===== src/rtl/cpu_pkg.sv =====
// Constants and types shared by the CPU register file, datapath and debug blocks.
package cpu_pkg;

  localparam int NUM_REGS   = 8;
  localparam int ADDR_WIDTH = 6;
  localparam int DATA_WIDTH = 32;

  typedef enum logic [2:0] {
    DUMP_IDLE,
    DUMP_DRAIN,
    DUMP_READ,
    DUMP_SEND,
    DUMP_FINISH
  } dump_state_t;

endpackage


===== src/rtl/regfile_dump.sv =====
// Debug register-file dumper: stalls the CPU, walks [first_addr, last_addr]
// through regfile read port 1 and streams each word out on a valid/ready link.
module regfile_dump #(
  parameter int NUM_REGS   = cpu_pkg::NUM_REGS,
  parameter int ADDR_WIDTH = cpu_pkg::ADDR_WIDTH,
  parameter int DATA_WIDTH = cpu_pkg::DATA_WIDTH
) (
  input  logic                  clk,
  input  logic                  reset,
  input  logic                  start,
  input  logic [ADDR_WIDTH-1:0] first_addr,
  input  logic [ADDR_WIDTH-1:0] last_addr,
  output logic [ADDR_WIDTH-1:0] rf_read_addr,
  input  logic [DATA_WIDTH-1:0] rf_read_data,
  output logic                  cpu_stall,
  output logic                  out_valid,
  input  logic                  out_ready,
  output logic [DATA_WIDTH-1:0] out_data,
  output logic [ADDR_WIDTH-1:0] out_index,
  output logic                  out_last,
  output logic                  busy,
  output logic                  done,
  output logic                  error
);
  import cpu_pkg::*;

  localparam logic [ADDR_WIDTH-1:0] REG_LIMIT = ADDR_WIDTH'(NUM_REGS);

  dump_state_t           state_reg;
  logic [ADDR_WIDTH-1:0] idx_reg;
  logic [ADDR_WIDTH-1:0] last_reg;
  logic                  range_bad;

  assign range_bad = (last_addr < first_addr) || (last_addr >= REG_LIMIT);

  // The read address is the walking index itself, so it comes straight from a register.
  assign rf_read_addr = idx_reg;

  always_ff @(posedge clk) begin
    if (reset) begin
      state_reg <= DUMP_IDLE;
      idx_reg   <= '0;
      last_reg  <= '0;
      out_valid <= 1'b0;
      out_data  <= '0;
      out_index <= '0;
      out_last  <= 1'b0;
      cpu_stall <= 1'b0;
      busy      <= 1'b0;
      done      <= 1'b0;
      error     <= 1'b0;
    end else begin
      done  <= 1'b0;
      error <= 1'b0;
      case (state_reg)
        DUMP_IDLE: begin
          if (start) begin
            last_reg  <= last_addr;
            cpu_stall <= 1'b1;
            busy      <= 1'b1;
            if (range_bad) begin
              state_reg <= DUMP_FINISH;
              done      <= 1'b1;
              error     <= 1'b1;
            end else begin
              idx_reg   <= first_addr;
              state_reg <= DUMP_DRAIN;
            end
          end
        end
        // One stalled cycle lets any in-flight CPU write land before the first read.
        DUMP_DRAIN: state_reg <= DUMP_READ;
        DUMP_READ: begin
          out_data  <= rf_read_data;
          out_index <= idx_reg;
          out_last  <= (idx_reg == last_reg);
          out_valid <= 1'b1;
          state_reg <= DUMP_SEND;
        end
        DUMP_SEND: begin
          if (out_valid && out_ready) begin
            out_valid <= 1'b0;
            if (idx_reg == last_reg) begin
              state_reg <= DUMP_FINISH;
              done      <= 1'b1;
            end else begin
              idx_reg   <= idx_reg + 1'b1;
              state_reg <= DUMP_READ;
            end
          end
        end
        DUMP_FINISH: begin
          state_reg <= DUMP_IDLE;
          cpu_stall <= 1'b0;
          busy      <= 1'b0;
        end
        default: state_reg <= DUMP_IDLE;
      endcase
    end
  end

endmodule


===== config.mk =====
export PLATFORM = sky130hd
export DESIGN_NAME = regfile_dump
export DESIGN_NICKNAME = d
export VERILOG_FILES = /design/src/rtl/cpu_pkg.sv /design/src/rtl/regfile_dump.sv
export SDC_FILE = /design/constraint.sdc
export NUM_CORES = 1
export LEC_CHECK = 0
export CELL_PAD_IN_SITES_DETAIL_PLACEMENT = 1
export CELL_PAD_IN_SITES_GLOBAL_PLACEMENT = 1
export CORE_ASPECT_RATIO = 0.6
export CORE_MARGIN = 10
export CORE_UTILIZATION = 32
export CTS_CLUSTER_DIAMETER = 120
export DETAILED_ROUTE_END_ITERATION = 7
export PLACE_DENSITY = 0.82
export SLEW_MARGIN = 15
export SYNTH_ARGS = -nofsm -noshare
export SYNTH_HDL_FRONTEND = slang
export SYNTH_SLANG_ARGS = --single-unit

===== constraint.sdc =====
create_clock -name clk -period 3.31 [get_ports clk]
set_input_delay 0.4965 -clock clk [delete_from_list [all_inputs] [get_ports clk]]
set_output_delay 0.4965 -clock clk [all_outputs]
set_load 0.1 [all_outputs]

After elaboration in Yosys (flattened, before gate mapping)
Cells that the tools add are included.
- bits in registers: 58
- bits of input ports: 48
- output and inout bits: 50
- word-level logic and storage cells: 54
- add/sub/neg operators: 1
- magnitude comparators: 2
- equal/unequal tests: 9
- muxes and demuxes: 19
- bitwise logic cells: 1
- reductions and logical operators: 12
- operators by type and width (cell ; number):
    two-way mux 6 bit ; 4
    two-way mux 3 bit ; 4
    one-hot mux 3 bit (4 select lines) ; 1
    one-hot mux 6 bit (2 select lines) ; 1
    != test 2 bit (second input constant) ; 4
    AND reduction 2 bit ; 4
    adder 6 x 1 -> 6 bit (second input constant) ; 1
    equality test 3 x 2 -> 1 bit (second input constant) ; 2
    equality test 6 bit ; 1
    greater-or-equal comparator 6 x 4 -> 1 bit (second input constant) ; 1
    less-than comparator 6 bit ; 1
    two-way mux 1 bit ; 6
    one-hot mux 1 bit (2 select lines) ; 3
    nonzero test 2 bit ; 3
    AND reduction 5 bit ; 1
    equality test 3 x 1 -> 1 bit (second input constant) ; 1
    equality test 3 bit (second input constant) ; 1
    logical NOT 3 bit ; 1
    OR reduction 2 bit ; 1
    logical AND 1 bit ; 1
    logical OR 1 bit ; 1
    inverter 1 bit ; 1

Depth between registers and ports, before layout
Gate-level depths: netlist (run 1).
- word-level depth: 5
- mapped depth: 8
- mapped depth without buffers: 7

Least setup slack after synthesis (run 1)
OpenSTA, ideal clock, no wires.
- path kind: reg-to-reg
- start: register idx_reg[2], in the netlist rf_read_addr[2]
- end: register idx_reg[0], in the netlist rf_read_addr[0]
- setup time: 0.071 ns
- arrival time: 2.173 ns
- slack: 1.067 ns
- cell stages (with the launch flop): 8
- path buffers: 1
- period minus slack after synthesis: 2.243 ns
- cells stage by stage: dfxtp_1 -> buf_6 -> xor2_1 -> nor4_1 -> nand3_1 -> o21ai_2 -> or4_1 -> a21oi_1
- word-level cells in the longest chain between the ends: 3
- RTL lines (element ; RTL line ; source):
    start, declared ; regfile_dump.sv:30 ; logic [ADDR_WIDTH-1:0] idx_reg;
    start signal, assigned ; regfile_dump.sv:66 ; idx_reg <= first_addr;
    start signal, assigned ; regfile_dump.sv:87 ; idx_reg <= idx_reg + 1'b1;
    equality test 6 bit ; regfile_dump.sv:83 ; if (idx_reg == last_reg) begin
    != test 2 bit (no line) ; - ;
    AND reduction 5 bit (no line) ; - ;
Every way passes these cells.
A chain may end at the register's enable or synchronous reset.

Worst setup path after layout (run 1)
- start: input first_addr[5]
- end: register idx_reg[0], in the netlist rf_read_addr[0]
- word-level cells in the longest chain between the ends: 4
- RTL lines (element ; RTL line ; source):
    start, declared ; regfile_dump.sv:11 ; input logic [ADDR_WIDTH-1:0] first_addr,
    less-than comparator 6 bit ; regfile_dump.sv:34 ; assign range_bad = (last_addr < first_addr) || (last_addr >= REG_LIMIT);
    logical OR 1 bit ; regfile_dump.sv:34 ;
    != test 2 bit (no line) ; - ;
    AND reduction 5 bit (no line) ; - ;
Every way passes these cells.

==> results.yml, run 1 <==
run_status:
  status: "completed"
sta:
  hold_violations: 0
  relSlewSlack_pct: 32.6
  tightest_slew_ns: 1.01
  drv_slew: 0
  finalCritPeriodShare_pct: 75.6
  rsz0062_at_grt: "no"
  holdWs_ns: 0.451
  fmax_ghz: 0.400
  final.min_clock_period_ns: 2.50
  skew_ns: 0.00536
  setup_slack_ns: 0.807
  finalSetupViolCount: 0
  setup_tns_ns: 0
floorplanning:
  dieArea_um2: 11600
  die_w_um: 133
  die_h_um: 87.7
  io_pins: 98
  design.core.area_um2: 7330
  rows: 24
  initial_core_util_pct: 33.4
setup_path:
  worst_setup_path_end_kind: "flip-flop"
  crit_arrival_ns: 2.75
  critPathKind: "in2reg"
  critPathLaunchType: "input pin"
  required_ns: 3.56
  path_max_fanout: 12
clock_network:
  cts_made_buffers: 9
  postCtsSetupBuffers: 0
  cts_resized: 0
  clock-sinks: 58
  worstSkewPairLatency_ns: 0.33
  postCtsHoldBufs: 0
  cts-root-buf: "clkbuf_16"
  cts_tree: "done"
  htreeDepth: 3
  ctsLongestPathBuffers: 2
  clk_pin_slew_worst_paths_ns: 0.05
layout:
  drive_above_1_share_pct: 8.82
  syn_to_final_growth_pct: 53.3
  fin_cells: 512
  largest_register_ffs: 32
  n_antenna_cell: 0
  final_util_pct: 51.1
  top_register: "out_data"
  nets: 458
  fin_area_um2: 3750
yosys:
  synth-main-ff-cell: "dfxtp_1"
  synth_edf_count: 0
  ys_types: 36
  syn-instance-count: 312
  synthArstFlopShare_pct: 0
  yosys_warnings: 0
  synth_area_um2: 2440
  ys_top_cells_by_area: "dfxtp_1 48%, nand2_1 15%, a21oi_1 12%"
  syn_nets: 366
  synth_top_area_share_pct: 47.5
  synth_seq_cells: 58
  synth.yosys.seq_area_share_pct: 47.5
  yosysTopAreaCell: "dfxtp_1"
  synth_area_per_cell_um2: 7.83
  synth_commonest_cells: "97 x nand2_1, 60 x a21oi_1, 58 x dfxtp_1, 12 x clkbuf_1, 10 x nor2_1"
  synth_most_common_cell: "nand2_1"
placement:
  dp_cells: 497
  hpwl_um: 6520
  routabilityCongestion: 0.874
  place_area_um2: 3440
  pre_cts_slack_ns: 0.199
  io_buffers: 97
detailed_routing:
  first_iter_violations: 160
  drc_errors: 0
  wl_per_cell_um: 16.9
  drt_pass1_iterations: 4
  vias_per_cell: 4.84
  antenna_left: 0
  wl_um: 8640
  vias: 2480
power_and_ir_drop:
  pwr_density_cell_nw_per_um2: 508
  vdd_drop_max_mv: 0.298
  total_power_mw: 1.90
  p_leak_nw: 1.37
grt:
  antenna_found_initial: 0
  grt-ovfl-total: 0
  grt_pass1_wl_um: 14000
  grt_max_degree: 48
  gr-usage-all-layers_pct: 15.2
  grt_pass1_vias: 2588
job:
  drv_cap: 0
hold_path:
  hp-class: "reg2reg"
placed cells by master (no fill, tap or decap), drive strengths merged, types with 4 or more instances in the layout:
| master | synthesis | routed |
|---|---|---|
| nor2b | 5 | 5 |
| xor2 | 6 | 6 |
| o21ai | 7 | 7 |
| xnor2 | 4 | 4 |
| buf | 9 | 18 |
| nand3 | 4 | 4 |
| ha | 6 | 6 |
| a21oi | 61 | 61 |
| nor2 | 11 | 11 |
| clkdlybuf4s50 | 0 | 84 |
| nand2 | 97 | 97 |
| dfxtp | 58 | 58 |
| clkbuf | 12 | 13 |
| inv | 5 | 5 |
per-layer routing:
layer / up-vias / share of wire, % / global-route usage, %
met5: - / 0 / 0
li1: 1226 / - / -
met4: 0 / 0.63 / 4.77
met1: 1164 / 49 / 18.7
met3: 6 / 8.3 / 7.66
met2: 84 / 42 / 22.7
report_power, final:
part           total [mW]  internal (mW)  switching [mW]
Combinational       0.232         0.0901           0.142
Sequential          0.730          0.714          0.0160
Clock               0.943          0.638           0.305
Total                1.90           1.44           0.463
final timing paths:
check                        from               to  slack, ns  depth (start not counted)
setup / recovery    first_addr[5]  rf_read_addr[0]       0.81                          8
hold / removal       out_index[0]     out_index[0]       0.45                          2
setup reg to reg  rf_read_addr[4]  rf_read_addr[1]       1.28                          6
hold reg to reg      out_index[0]     out_index[0]       0.45                          2
kinds of logic (layout without fill, tap and decap cells):
kind of cell / after synthesis / in the layout / share of synthesized area [%]
fa+ha+maj: 6 / 6 / 3.07
flops: 58 / 58 / 47.5
xor+xnor: 10 / 10 / 3.58
simple gates: 134 / 134 / 23.1
compound gates: 78 / 78 / 17.5
buf+inv: 26 / 122 / 5.22
cell type report:
class | instances | area [um2]
fillers | 902 | 3580
repair buffers | 102 | 973
multi-input cells | 228 | 1160
inverters | 5 | 18.8
clock buffers | 13 | 270
clock inverters | 2 | 35.0
well taps | 104 | 130
flip-flops and latches | 58 | 1160
worst max-delay path, cell delays in order:
cell and delay (ns):
clkdlybuf4s50_1 0.46, inv_1 0.05, ha_1 0.31, nand4_1 0.09, o221ai_1 0.33, a21boi_1 0.32, or4_1 0.55, a21oi_1 0.13
No activity file was read; power rests on OpenSTA's default activity.
==> run 2, diff against run 1 <==
CORE_UTILIZATION = 27   (was 32)
PLACE_DENSITY = 0.74   (was 0.82)
clock period = 2.2 ns   (was 3.31 ns; I/O delays follow)
==> run 2 against run 1 <==
Effect of this change:
- combinational power grew 60%
- via count grew 0.73%
- cell area grew 0.13%
- worst hold slack gained 0.0034 ns
- critical path depth is the same
- routed wire length grew 2.3%
- register-to-register slack lost 1.0 ns
- sequential cell count is the same
- core utilization shrank 7.8 points
- global-route usage shrank 2.0 points
- largest cell class unchanged
- highest routed layer unchanged
==> results.yml, run 2 (synthesized netlist as in run 1, its figures left out) <==
setup_path:
  critPathLaunchType: "input pin"
  worst_setup_path_end_kind: "flip-flop"
  required_ns: 2.45
  crit_arrival_ns: 2.31
  critPathKind: "in2reg"
  path_max_fanout: 5
floorplanning:
  initial_core_util_pct: 28.2
  die_h_um: 93.7
  io_pins: 98
  design.core.area_um2: 8650
  dieArea_um2: 13400
  rows: 26
  die_w_um: 143
sta:
  relSlewSlack_pct: 67.9
  rsz0062_at_grt: "no"
  final.min_clock_period_ns: 2.05
  finalSetupViolCount: 0
  fmax_ghz: 0.487
  skew_ns: 0.00349
  hold_violations: 0
  drv_slew: 0
  tightest_slew_ns: 0.482
  finalCritPeriodShare_pct: 93.3
clock_network:
  ctsLongestPathBuffers: 2
  htreeDepth: 3
  postCtsHoldBufs: 0
  cts-root-buf: "clkbuf_16"
  clock-sinks: 58
  worstSkewPairLatency_ns: 0.33
  clk_pin_slew_worst_paths_ns: 0.05
  cts_tree: "done"
  cts_made_buffers: 9
hold_path:
  hp-class: "reg2reg"
power_and_ir_drop:
  total_power_mw: 2.82
  vdd_drop_max_mv: 0.382
  p_leak_nw: 1.50
  pwr_density_cell_nw_per_um2: 753
detailed_routing:
  vias_per_cell: 4.69
  drt_pass1_iterations: 4
  wl_per_cell_um: 16.6
  antenna_left: 0
  first_iter_violations: 74
  wl_um: 8840
  vias: 2498
  drc_errors: 0
layout:
  n_antenna_cell: 0
  layout_common_cells: "97 x nand2_1, 66 x buf_4, 60 x a21oi_1"
  n_fill_cell: 1043
  largest_register_ffs: 32
  syn_to_final_growth_pct: 53.5
  fin_cells: 533
  final_common_cell: "nand2_1"
  drive_above_1_share_pct: 21.4
  nets: 470
  top_register: "out_data"
grt:
  antenna_found_initial: 0
  gr-usage-all-layers_pct: 13.2
  grt_pass1_vias: 2699
  grt-ovfl-total: 0
  grt_max_degree: 40
  grt_pass1_wl_um: 14000
job:
  drv_cap: 0
placement:
  dp_cells: 517
  io_buffers: 97
  routabilityCongestion: 0.821
  hpwl_um: 6740
run_status:
  status: "completed"
-- run 2: critical path, cell delays in order --
cell and delay [ns]:
clkdlybuf4s50_1 0.49, inv_1 0.05, ha_1 0.29, nand4_1 0.11
o221ai_1 0.28, a21boi_2 0.14, or4_1 0.48, a21oi_1 0.13
-- run 2: final cells by class --
cell class | count | area (um2) | share of cell area (%)
sequential | 58 | 1160 | 31.0
multi-input combinational | 228 | 1160 | 31.0
timing repair buffer | 114 | 981 | 26.2
clock buffer | 10 | 229 | 6.10
tap | 112 | 140 | 3.74
clock inverter | 6 | 57.6 | 1.53
inverter | 5 | 18.8 | 0.500
-- run 2: worst paths after layout --
path / start / end / slack (ns) / cells after the start
max: first_addr[3] / rf_read_addr[0] / 0.15 / 8
max reg2reg: rf_read_addr[5] / rf_read_addr[2] / 0.28 / 6
min reg2reg: out_data[8] / out_data[8] / 0.45 / 2
min: out_data[8] / out_data[8] / 0.45 / 2
-- run 2: where the power goes --
group	leakage, nW	total (mW)	internal (mW)	switching [mW]
clock network	0.142	1.36	0.867	0.492
logic	0.891	0.372	0.151	0.222
registers	0.470	1.09	1.07	0.0201
total	1.50	2.82	2.09	0.733
-- run 2: metrics by stage --
stage                     utilization, %  instance area [um2]  hold WS, ns  TNS (ns)  setup slack, ns
after floorplan                        -                 2450        0.425         0         0.000608
after global placement              40.0                 3460        0.443     -1.06           -0.228
after detailed placement            40.0                 3460        0.449     -1.52           -0.303
after CTS                           43.3                 3750        0.455         0           0.0410
after global routing                43.3                 3750        0.473         0          0.00962
final                               43.3                 3750        0.454         0            0.148
-- run 2: repair_timing --
item,CTS,global route
gates resized for setup,0,2
setup endpoints to repair,0,5
setup buffers,0,0
-- run 2: metal layers --
layer | GRT usage (%) | up-vias | share of wire, %
met5 | 0 | - | 0
met4 | 2.91 | 0 | 0.45
met3 | 6.82 | 7 | 8.3
met2 | 20.6 | 73 | 43
met1 | 15.9 | 1173 | 48
li1 | - | 1245 | -
